--- src/rtl/sim_run_controller.sv ---
// rtl/sim_run_controller.sv - run-phase sequencer: warm-up, measure, drain, done
// SIM_DRAIN_TIMEOUT_EN enables the DRAIN cycle limit; without it DRAIN waits for network_empty.
module sim_run_controller #(
  parameter int MAX_CYCLE_WIDTH  = 5,
  parameter int WARMUP_CYCLES    = 4,
  parameter int MEASURE_CYCLES   = 16,
  parameter int DRAIN_MAX_CYCLES = 8
) (
  input  logic                       clk,
  input  logic                       reset,
  input  logic                       start,
  input  logic                       pause,
  input  logic                       network_empty,
  output logic [1:0]                 state,
  output logic [MAX_CYCLE_WIDTH-1:0] current_cycle,
  output logic [MAX_CYCLE_WIDTH-1:0] phase_cycle,
  output logic                       inject_en,
  output logic                       measure_en,
  output logic                       done,
  output logic                       timeout
);

  typedef enum logic [1:0] {
    S_IDLE    = 2'd0,
    S_WARMUP  = 2'd1,
    S_MEASURE = 2'd2,
    S_DRAIN   = 2'd3
  } state_e;

  localparam logic [MAX_CYCLE_WIDTH-1:0] CYCLE_MAX    = '1;
  localparam logic [MAX_CYCLE_WIDTH-1:0] WARMUP_LAST  = MAX_CYCLE_WIDTH'(WARMUP_CYCLES - 1);
  localparam logic [MAX_CYCLE_WIDTH-1:0] MEASURE_LAST = MAX_CYCLE_WIDTH'(MEASURE_CYCLES - 1);
`ifdef SIM_DRAIN_TIMEOUT_EN
  localparam logic [MAX_CYCLE_WIDTH-1:0] DRAIN_LAST   = MAX_CYCLE_WIDTH'(DRAIN_MAX_CYCLES - 1);
`endif
  localparam state_e FIRST_PHASE = (WARMUP_CYCLES == 0) ? S_MEASURE : S_WARMUP;

  state_e                     state_q, state_d;
  logic [MAX_CYCLE_WIDTH-1:0] current_cycle_q, current_cycle_d;
  logic [MAX_CYCLE_WIDTH-1:0] phase_cycle_q, phase_cycle_d;
  logic                       done_q, done_d;
  logic                       timeout_q, timeout_d;

  always_comb begin
    state_d         = state_q;
    current_cycle_d = current_cycle_q;
    phase_cycle_d   = phase_cycle_q;
    done_d          = 1'b0;
    timeout_d       = timeout_q;

    if (state_q == S_IDLE) begin
      if (start) begin
        state_d         = FIRST_PHASE;
        current_cycle_d = '0;
        phase_cycle_d   = '0;
        timeout_d       = 1'b0;
      end
    end else if (!pause) begin
      current_cycle_d = (current_cycle_q == CYCLE_MAX) ? current_cycle_q
                                                       : current_cycle_q + 1'b1;
      phase_cycle_d   = phase_cycle_q + 1'b1;
      case (state_q)
        S_WARMUP:  if (phase_cycle_q == WARMUP_LAST)  state_d = S_MEASURE;
        S_MEASURE: if (phase_cycle_q == MEASURE_LAST) state_d = S_DRAIN;
        S_DRAIN: begin
          // An empty network wins over a coincident timeout.
          if (network_empty) begin
            state_d   = S_IDLE;
            done_d    = 1'b1;
            timeout_d = 1'b0;
          end
`ifdef SIM_DRAIN_TIMEOUT_EN
          else if (phase_cycle_q == DRAIN_LAST) begin
            state_d   = S_IDLE;
            done_d    = 1'b1;
            timeout_d = 1'b1;
          end
`endif
        end
        default: state_d = S_IDLE;
      endcase
      if (state_d != state_q) phase_cycle_d = '0;
    end
  end

  always_ff @(posedge clk) begin
    if (reset) begin
      state_q         <= S_IDLE;
      current_cycle_q <= '0;
      phase_cycle_q   <= '0;
      done_q          <= 1'b0;
      timeout_q       <= 1'b0;
    end else begin
      state_q         <= state_d;
      current_cycle_q <= current_cycle_d;
      phase_cycle_q   <= phase_cycle_d;
      done_q          <= done_d;
      timeout_q       <= timeout_d;
    end
  end

  assign state         = state_q;
  assign current_cycle = current_cycle_q;
  assign phase_cycle   = phase_cycle_q;
  assign done          = done_q;
  assign timeout       = timeout_q;
  assign inject_en     = ((state_q == S_WARMUP) || (state_q == S_MEASURE)) && !pause;
  assign measure_en    = (state_q == S_MEASURE) && !pause;

endmodule

--- config.mk ---
export PLATFORM = sky130hd
export DESIGN_NAME = sim_run_controller
export DESIGN_NICKNAME = d
export VERILOG_FILES = /design/src/rtl/sim_run_controller.sv
export SDC_FILE = /design/constraint.sdc
export NUM_CORES = 1
export LEC_CHECK = 0
export BUFFER_PORTS_ARGS = -buffer_cell sky130_fd_sc_hd__buf_2
export CAP_MARGIN = 20
export CORE_MARGIN = 2
export CORE_UTILIZATION = 54
export CTS_CLUSTER_SIZE = 16
export DETAILED_ROUTE_END_ITERATION = 12
export PLACE_DENSITY = 0.82
export RECOVER_POWER = 50
export SLEW_MARGIN = 20
export SYNTH_ARGS = -nofsm -noshare
export SYNTH_HDL_FRONTEND = slang
export SYNTH_SLANG_ARGS = --single-unit
--- constraint.sdc ---
create_clock -name clk -period 4.1 [get_ports clk]
set_input_delay 0.205 -clock clk [delete_from_list [all_inputs] [get_ports clk]]
set_output_delay 0.205 -clock clk [all_outputs]
set_load 0.005 [all_outputs]
==> metrics.txt <==
Mapped Avg Cell Area=8.16 um^2; WL final=1.67 mm; drt drc=0; Worst EP arrival=2.34 ns; met1 Use GR=24.1%; vias in the first global route=630; Hold Path Class=in -> reg; CTS sink count=13; FF-to-FF path depth=7; fillers=132; gp weighted congestion=0.866; initial antenna violation count=0; crit path time final=2.10 ns; Netlist Area Pre-Place=783 um^2; Post-synth EDFFs=0; Die ar.=1770 um^2; antenna viol nets, final=0; global-route usage over all layers=18.7%; combinational share of power=31.2%; Clock Latency Late Sink=0.28 ns; Sequential Power Share=44.4%; Die X=42.1 um; Setup TNS Final=0 ns; PD cells=367 nW/um^2; Worst Setup EP=phase_cycle[2]$_SDFFE_PP0P_; Setup crit start=state[0]$_SDFFE_PP0P_; Vias=747; crit path kind=reg -> reg; Synthesized Nets=110; max-capacitance violation count=0; R2R Setup Slk=2.00 ns; GRT overflow=0; CTS tree=built; Final period util=51.2%; Clock Tree Buf Depth=2; Ys Warns=0; Clk pwr share=24.4%; die height=42.1 um; input/output buffers=19; RSZ-0062 raised after global routing=false; ratio of cells with drive above 1 in the final layout=18.1%; site row count=13; area occupied by multi-input gates=488 um^2; First DRT Iteration DRCs=21; outcome=finished clean; CTS root buf=clkbuf_4; FF/Latch Area=260 um^2; Mapped Cells=96; internal power=215 uW; final net count=131; Top Ports=21; relative slew slack=66.8%; Num CTS Buffers=3; Critical R2R Launch=state[0]$_SDFFE_PP0P_; Seq/Total Area, Yosys=33.2%; top post-synthesis cells by count=dfxtp_1, nand2_1, ha_1, a21oi_1, nor3_1; cell taking the most area after synthesis=dfxtp_1; Final Setup Violations=0; met3 Use GR=4.74%; Final Max Slew Viols=0; Worst Path Max Fanout=10; WL/cell=12.8 um; Post-CTS Hold Buffers=0; vias per cell=5.70; switching power=117 uW; Final Hold Viols=0; final setup margin=2.00 ns; diode count=0; reg2reg end=phase_cycle[2]$_SDFFE_PP0P_; setup repair bufs after CTS=0; Detailed Place HPWL=1.28 mm; most common cell in the synthesized netlist=dfxtp_1; DP Worst Slack=2.03 ns; Least-Margin Pin Slew=0.495 ns; Critical Path Start Type=flip-flop; core area=1330 um^2; leakage power=0.421 nW; Crit. End Element=flip-flop; Sw Ratio=35.2%; clk_skew=0.0113 ns; Post-synth ARST share=0%; global-route wire length before repair=2.60 mm; post-CTS sizing=0; # H-tree levels=1; largest net degree at the start of global routing=11; Worst VDD drop=284 uV; Synth cell types=29; Initial Util=58.7%; Pre-Repair DR Iteration Count=4; top_reg_cell synth=dfxtp_1; Max Fclk=476 MHz; flip-flop and latch count after synthesis=13; GR Util met2=27.8%; Area Growth Syn to Fin=15.5%; Most Used Layer, Global Route=met2; Area contributors post-synth=dfxtp_1, ha_1, a21oi_1, nor3_1, nand2_1; Req. time, crit path=4.34 ns; area fraction of the dominant cell type after synthesis=33.2%; Clk pin slew, worst setup/hold paths=0.09 ns
-- layout make-up --
cell class | count | share of cell area, %
inverters | 5 | 2.07
clock buffers | 4 | 2.90
well taps | 15 | 2.07
multi-input cells | 75 | 53.9
flip-flops and latches | 13 | 28.8
repair buffers | 19 | 10.2
-- layout by cell type (no fill, tap or decap), drive strengths merged, types with 2 or more instances in the layout --
| cell type | n |
|---|---|
| xor2 | 2 |
| or3 | 2 |
| and3 | 3 |
| nor2b | 5 |
| o21ai | 4 |
| clkbuf | 6 |
| a21oi | 8 |
| inv | 5 |
| a211o | 2 |
| nor3 | 8 |
| ha | 9 |
| nand2b | 3 |
| nor2 | 4 |
| nand2 | 10 |
| buf | 17 |
| dfxtp | 13 |
| nand3 | 4 |
-- worst max-delay path, cell delays in order, from the launching register on --
cell and delay [ns]:
dfxtp_1 0.46, inv_1 0.13, ha_1 0.32, nor3_1 0.27, o311ai_0 0.17, a211o_1 0.38
nor3b_1 0.22, a21o_1 0.10
-- power groups by stage --
stage	sequential, mW	clock (mW)	combinational, mW
finish	0.148	0.0812	0.104
global route	0.150	0.0863	0.118
CTS	0.147	0.0820	0.103
detailed placement	0.150	0	0.102
global placement	0.149	0	0.0994
floorplan	0.149	0	0.0745
-- metal layers --
layer	wire length (um)	vias to the layer above
met3	133	7
met2	735	28
met4	40	0
met5	0	-
li1	-	384
met1	764	328
-- sequential cells by signal (all words and copies together), names as in the netlist --
register / flops
state: 2
phase_cycle: 5
done: 1
current_cycle: 5
-- how the worst min path moves through the flow --
stage / start / to / slack [ns] / cells after the start
2_1_floorplan: network_empty / done$_SDFF_PP0_ / 0.35 / 1
3_3_place_gp: current_cycle[4]$_SDFFE_PP0P_ / current_cycle[4]$_SDFFE_PP0P_ / 0.48 / 2
5_1_grt: network_empty / done$_SDFF_PP0_ / 0.17 / 2
3_5_place_dp: network_empty / done$_SDFF_PP0_ / 0.46 / 2
4_1_cts: network_empty / done$_SDFF_PP0_ / 0.17 / 2
6_report: network_empty / done$_SDFF_PP0_ / 0.17 / 2
-- through the flow --
step	cells	instance area, um^2	util (%)	hold WS, ns	power [mW]
2_1_floorplan	96	783	-	0.351	0.223
4_1_cts	131	907	68.0	0.167	0.333
3_5_place_dp	127	881	66.0	0.463	0.253
6_report	131	905	67.8	0.171	0.332
3_3_place_gp	127	881	66.0	0.478	0.249
5_1_grt	131	905	67.8	0.173	0.354
-- cell families after synthesis --
kind of cell               after synthesis  synth area share, %
other                                    1                0.479
buffers and inverters                    8                 4.47
DFF                                     13                 33.2
and+or+nand+nor                         44                 30.0
adders and majority gates                9                 14.4
xor gates and xnor gates                 2                 2.24
AOI/OAI and AO/OA                       19                 15.2
Note: power is estimated with default switching activity, not from simulation.
